<file path="config.mk">
export PLATFORM = sky130hd
export DESIGN_NAME = adder_stream_arbiter
export DESIGN_NICKNAME = d
export VERILOG_FILES = /design/src/rtl/adder_stream_arbiter_pkg.sv /design/src/rtl/adder_stream_arbiter_rr_picker.sv /design/src/rtl/adder_stream_arbiter.sv
export SDC_FILE = /design/constraint.sdc
export NUM_CORES = 1
export LEC_CHECK = 0
export CAP_MARGIN = 15
export CELL_PAD_IN_SITES_DETAIL_PLACEMENT = 1
export CELL_PAD_IN_SITES_GLOBAL_PLACEMENT = 2
export CORE_ASPECT_RATIO = 0.7
export CORE_MARGIN = 4
export CORE_UTILIZATION = 16
export CTS_CLUSTER_DIAMETER = 100
export DETAILED_ROUTE_END_ITERATION = 6
export HOLD_SLACK_MARGIN = 0.08
export PLACE_DENSITY = 0.81
export SLEW_MARGIN = 20
export SYNTH_ARGS = -nofsm -noshare
export SYNTH_HDL_FRONTEND = slang
export SYNTH_HIERARCHICAL = 1
export SYNTH_SLANG_ARGS = --single-unit
</file>
<file path="constraint.sdc">
create_clock -name clk -period 1.5 [get_ports clk]
set_input_delay 0.15 -clock clk [delete_from_list [all_inputs] [get_ports clk]]
set_output_delay 0.15 -clock clk [all_outputs]
set_load 0.01 [all_outputs]
</file>
<file path="src/rtl/adder_stream_arbiter_pkg.sv">
// rtl/adder_stream_arbiter_pkg.sv - shared widths and FSM encoding for the adder stream arbiter
`ifndef AXIS_MAX_DATAW
`define AXIS_MAX_DATAW 32
`endif
`ifndef DATAW
`define DATAW 32
`endif

package adder_stream_arbiter_pkg;

    // Stream beat width toward the adder and width of the returned sum
    localparam int AXIS_W = `AXIS_MAX_DATAW;
    localparam int RSP_W  = `DATAW;

    typedef enum logic [1:0] {
        ST_IDLE     = 2'd0,
        ST_STREAM   = 2'd1,
        ST_WAIT_RSP = 2'd2
    } arb_state_e;

endpackage

</file>
<file path="src/rtl/adder_stream_arbiter_rr_picker.sv">
// rtl/adder_stream_arbiter_rr_picker.sv - round-robin pick of the next requester after last_grant
module rr_picker #(
    parameter  int N   = 4,
    localparam int IDW = $clog2(N)
) (
    input  logic [N-1:0]   req,
    input  logic [IDW-1:0] last_grant,
    output logic [IDW-1:0] grant,
    output logic           any
);

    // Scan from last_grant+1 with wrap; the first set request wins
    always_comb begin
        grant = '0;
        any   = 1'b0;
        for (int off = 1; off <= N; off++) begin
            if (!any && req[(int'(last_grant) + off) % N]) begin
                grant = IDW'((int'(last_grant) + off) % N);
                any   = 1'b1;
            end
        end
    end

endmodule

</file>
<file path="src/rtl/adder_stream_arbiter.sv">
// rtl/adder_stream_arbiter.sv - per-packet round-robin arbiter of stream requesters onto one adder
module adder_stream_arbiter
    import adder_stream_arbiter_pkg::*;
#(
    parameter  int NUM_REQ     = 4,
    parameter  int RSP_TIMEOUT = 255,
    localparam int IDW         = $clog2(NUM_REQ),
    localparam int CNTW        = $clog2(RSP_TIMEOUT + 1)
) (
    input  logic                      clk,
    input  logic                      rst,
    input  logic [NUM_REQ-1:0]        req_tvalid,
    input  logic [NUM_REQ-1:0]        req_tlast,
    input  logic [NUM_REQ*AXIS_W-1:0] req_tdata,
    output logic [NUM_REQ-1:0]        req_tready,
    output logic                      out_tvalid,
    output logic                      out_tlast,
    output logic [AXIS_W-1:0]         out_tdata,
    input  logic                      out_tready,
    input  logic [RSP_W-1:0]          rsp_in,
    input  logic                      rsp_in_valid,
    output logic [RSP_W-1:0]          rsp_out,
    output logic [NUM_REQ-1:0]        rsp_out_valid,
    output logic                      rsp_err,
    output logic [IDW-1:0]            grant_id,
    output logic                      busy
);

    // Last counter value of WAIT_RSP; hitting it means RSP_TIMEOUT cycles elapsed
    localparam logic [CNTW-1:0] CNT_LAST = CNTW'(RSP_TIMEOUT - 1);

    arb_state_e          state_q, state_d;
    logic [IDW-1:0]      grant_q, grant_d;
    logic [IDW-1:0]      last_grant_q, last_grant_d;
    logic [CNTW-1:0]     cnt_q, cnt_d;
    logic [RSP_W-1:0]    rsp_out_q, rsp_out_d;
    logic [NUM_REQ-1:0]  rsp_valid_q, rsp_valid_d;
    logic                rsp_err_q, rsp_err_d;
    logic [IDW-1:0]      pick_id;
    logic                pick_any;

    rr_picker #(.N(NUM_REQ)) u_rr_picker (
        .req        (req_tvalid),
        .last_grant (last_grant_q),
        .grant      (pick_id),
        .any        (pick_any)
    );

    // State and response registers; last_grant resets to the top index so requester 0 wins first
    always_ff @(posedge clk) begin
        if (rst) begin
            state_q      <= ST_IDLE;
            grant_q      <= '0;
            last_grant_q <= IDW'(NUM_REQ - 1);
            cnt_q        <= '0;
            rsp_out_q    <= '0;
            rsp_valid_q  <= '0;
            rsp_err_q    <= 1'b0;
        end else begin
            state_q      <= state_d;
            grant_q      <= grant_d;
            last_grant_q <= last_grant_d;
            cnt_q        <= cnt_d;
            rsp_out_q    <= rsp_out_d;
            rsp_valid_q  <= rsp_valid_d;
            rsp_err_q    <= rsp_err_d;
        end
    end

    // Next-state logic plus the combinational stream mux toward the adder
    always_comb begin
        state_d      = state_q;
        grant_d      = grant_q;
        last_grant_d = last_grant_q;
        cnt_d        = cnt_q;
        rsp_out_d    = rsp_out_q;
        rsp_valid_d  = '0;
        rsp_err_d    = 1'b0;
        req_tready   = '0;
        out_tvalid   = 1'b0;
        out_tlast    = 1'b0;
        out_tdata    = '0;
        case (state_q)
            ST_IDLE: begin
                if (pick_any) begin
                    grant_d = pick_id;
                    state_d = ST_STREAM;
                end
            end
            ST_STREAM: begin
                out_tvalid          = req_tvalid[grant_q];
                out_tlast           = req_tlast[grant_q];
                out_tdata           = req_tdata[int'(grant_q)*AXIS_W +: AXIS_W];
                req_tready[grant_q] = out_tready;
                if (out_tvalid && out_tready && out_tlast) begin
                    state_d = ST_WAIT_RSP;
                    cnt_d   = '0;
                end
            end
            ST_WAIT_RSP: begin
                cnt_d = cnt_q + 1'b1;
                if (rsp_in_valid) begin
                    rsp_out_d            = rsp_in;
                    rsp_valid_d[grant_q] = 1'b1;
                    last_grant_d         = grant_q;
                    state_d              = ST_IDLE;
                end else if (cnt_q == CNT_LAST) begin
                    rsp_out_d            = '0;
                    rsp_valid_d[grant_q] = 1'b1;
                    rsp_err_d            = 1'b1;
                    last_grant_d         = grant_q;
                    state_d              = ST_IDLE;
                end
            end
            default: state_d = ST_IDLE;
        endcase
    end

    assign rsp_out       = rsp_out_q;
    assign rsp_out_valid = rsp_valid_q;
    assign rsp_err       = rsp_err_q;
    assign grant_id      = grant_q;
    assign busy          = (state_q != ST_IDLE);

endmodule

</file>
==> results of run 1 <==
[power by group]
| part | leakage [nW] | internal [mW] | switching, mW |
|---|---|---|---|
| logic | 2.03 | 1.06 | 0.556 |
| clock network | 0.0669 | 0.617 | 0.514 |
| registers | 0.414 | 1.37 | 0.0176 |
| total | 2.51 | 3.05 | 1.09 |
[metal layers]
| layer | global-route usage [%] | routed length (um) |
|---|---|---|
| met1 | 16.9 | 6660 |
| met2 | 25.5 | 8620 |
| met3 | 3.41 | 897 |
| met4 | 2.02 | 149 |
| met5 | 0 | 0 |
[layout make-up]
type / count / area share, %
Timing Repair Buffer: 309 / 45.7
Inverter: 4 / 0.214
Multi-Input combinational cell: 248 / 32.7
Tap cell: 264 / 4.70
Clock buffer: 6 / 1.83
Clock inverter: 2 / 0.178
Sequential cell: 51 / 14.7
[kinds of logic after synthesis]
kind of cell	after synthesis
and+or+nand+nor	125
AOI/OAI and AO/OA	82
DFF	51
muxes	37
buffers and inverters	35
adders and majority gates	2
xor gates and xnor gates	1
[layout by cell type, fill, tap and decap left out, types with 3 or more instances in the layout]
cell type and instances:
a21oi_1 26, buf_12 11, and2_4 29, mux4_2 34
buf_4 29, and2_1 6, dfxtp_1 47, nand3_2 3
nor3_1 5, nand2b_1 4, mux2i_1 3, buf_6 38
a21oi_2 14, a31oi_1 3, nor2_1 12, buf_2 12
o21ai_2 23, clkdlybuf4s50_1 207, o21ai_1 7, nand2_1 37
or2_2 3, clkbuf_16 7, buf_8 6
[repair_timing]
action | CTS | global route
setup buffers | 20 | 7
cloned | 6 | 2
endpoints found under the hold margin | 0 | 0
pin swaps | 68 | 30
setup endpoints to repair | 89 | 89
resized for setup | 268 | 77
[per-stage QoR]
step / instance area, sq um / hold slack (ns) / util (%)
detailed placement: 6200 / 0.473 / 32.4
floorplan: 3200 / 0.286 / -
global route: 7030 / 0.329 / 36.7
global placement: 6200 / 0.461 / 32.4
CTS: 6830 / 0.290 / 35.7
finish: 7030 / 0.302 / 36.7
[path summary, 6_finish.rpt]
check                     to        start  slack (ns)
setup / recovery   out_tlast  grant_id[0]       -0.39
setup reg to reg    cnt_q[0]  grant_id[0]       -0.33
hold / removal      cnt_q[4]          rst        0.30
hold reg to reg   rsp_out[2]   rsp_out[2]        0.46
[sequential cells by signal, indices dropped and copies added (netlist names)]
signal,cells
rsp_out,32
cnt_q,8
rsp_out_valid,4
grant_id,2
last_grant_q,2
state_q,2
rsp_err,1
==> run_results.csv, run 1 <==
group,metric,value,unit
synthesis,synth_ff_type,"dfxtp_1",
final_layout,diodes,0,
final_layout,nNetsFinal,793,
timing,min_period,1.89,ns
timing,worstMarginPinSlew,0.498,ns
run_status,violations,"setup timing",
critical_path,crit_slowest_cell,"mux4_2",
timing,finalHoldViolCount,0,
drt,viasPerCell,4.27,
final_layout,fillCellCount,2169,
floorplan,fp.dieH,125,um
critical_path,reg2regPathDepth,8,
drt,drt_first_pass_iters,4,
global_route,grt_overflow,0,
synthesis,yosysTopAreaCell,"dfxtp_1",
synthesis,synth_seq_cells,51,
clock_tree,cts_root_buffer,"clkbuf_16",
floorplan,initial_utilization,16.5,%
timing,fin_skew,0.0101,ns
clock_tree,numCtsBuffers,5,
floorplan,placementRows,42,
timing,fin_crit_sh,126,%
global_route,grt_pass1_vias,4218,
synthesis,synth-adder-area-share,0.794,%
critical_path,crit_type,"reg2out",
worst_hold_path,holdPathStages,2,
floorplan,fp.coreArea,19100,sq um
critical_path,worstPathRequired,1.35,ns
clock_tree,ctsLongestPathBuffers,2,
worst_hold_path,hp-class,"in2reg",
job,drv_cap,0,
timing,slew-limit-headroom,66.8,%
critical_path,cp_top_family,"multiplexers",
synthesis,synthSimpleGateAreaFrac,21.3,%
clock_tree,h-tree-depth,2,
drt,post-route-drc-count,0,
clock_tree,insertion_delay,0.29,ns
final_layout,drive_above_1_share,39.0,%
drt,wl_per_cell,18.5,um
placement,post-place-ws,-0.458,ns
floorplan,pin_count,250,
synthesis,synthXorXnorAreaFrac,0.278,%
critical_path,max_stage_delay,0.50,ns
power_and_ir_drop,p_total,4.13,mW
synthesis,synth_nets,507,
timing,setup_ws,-0.395,ns
synthesis,synth_commonest_cells,"dfxtp_1, nand2_1, a21oi_1",
synthesis,synth_compound_area_share,14.7,%
final_layout,multi_input_area,2300,sq um
clock_tree,cts-hold-fix-buffers,0,
critical_path,crit_path_end_kind,"output pin",
timing,rsz0062_at_grt,"yes",
timing,tns,-15.35,ns
synthesis,ys_types,41,
timing,max_freq,0.528,GHz
placement,port_buffers,249,
synthesis,synth_area_per_cell,9.46,sq um
power_and_ir_drop,p_leak,2.51,nW
drt,routed-via-count,3771,
synthesis,synthMuxAreaShare,25.3,%
synthesis,synthArstFlopShare,0,%
synthesis,synth_seq_area_share,32.4,%
critical_path,critPathMaxFanout,5,
run_status,run_status,"finished with violations",
synthesis,synth_top_family_by_area,"multiplexers",
global_route,grt_pass1_wl,24.2,mm
critical_path,arrival,1.74,ns
floorplan,die-width,176,um
synthesis,netlist_area,3150,sq um
critical_path,worst-path-stages,5,
final_layout,fin_cells,884,
final_layout,area_growth,123,%
clock_tree,cts_tree,"yes",
power_and_ir_drop,powerDensity,588,nW/um^2
critical_path,critPathLaunchType,"flip-flop",
placement,dp_cells,848,
power_and_ir_drop,peakVddDrop,355,uV
synthesis,yosysMostFrequentCell,"dfxtp_1",
synthesis,netlist.area_leader.share,32.4,%
drt,routed_wl,16.3,mm
synthesis,ys_top_cells_by_area,"dfxtp_1, mux4_2, and2_1",
synthesis,netlist_instances,333,
synthesis,yosysWarnings,6,
clock_tree,clkTransAtPathRegs,0.07,ns
final_layout,final-seq-area,1030,sq um
critical_path,worst-path-buf-inv,3,
synthesis,synth_edf_count,0,
timing,drv_slew,0,
drt,drtIter0Drc,82,
drt,ant_nets,0,
placement,place_congestion,0.864,
floorplan,dieArea,22000,sq um
critical_path,cp_cell_sequence,"buf_12 -> buf_8 -> mux4_2 -> and2_4 -> buf_6",
timing,setup_viol,66,
clock_tree,cts.sinks,51,
global_route,grt_use_total,13.9,%
global_route,grt_max_degree,37,
global_route,antenna_found_initial,0,
placement,dp_hpwl,12.4,mm
Note: power is estimated with default switching activity, not from simulation.
==> inputs of run 2 (changes only) <==
--- a/config.mk
+++ b/config.mk
@@ -13,7 +13,7 @@
 export CORE_UTILIZATION = 16
 export CTS_CLUSTER_DIAMETER = 100
 export DETAILED_ROUTE_END_ITERATION = 6
-export HOLD_SLACK_MARGIN = 0.08
+export HOLD_SLACK_MARGIN = 0.15
 export PLACE_DENSITY = 0.81
 export SLEW_MARGIN = 20
 export SYNTH_ARGS = -nofsm -noshare
==> results of run 2 <==
No change in the layout: final DEF, timing and power equal those of run 1.
==> inputs of run 3 (changes only) <==
--- a/config.mk
+++ b/config.mk
@@ -13,7 +13,7 @@
 export CORE_UTILIZATION = 16
 export CTS_CLUSTER_DIAMETER = 100
 export DETAILED_ROUTE_END_ITERATION = 6
-export HOLD_SLACK_MARGIN = 0.15
+export GPL_ROUTABILITY_DRIVEN = 0
 export PLACE_DENSITY = 0.81
 export SLEW_MARGIN = 20
 export SYNTH_ARGS = -nofsm -noshare
==> results of run 3 <==
No change in the layout: final DEF, timing and power equal those of run 1.
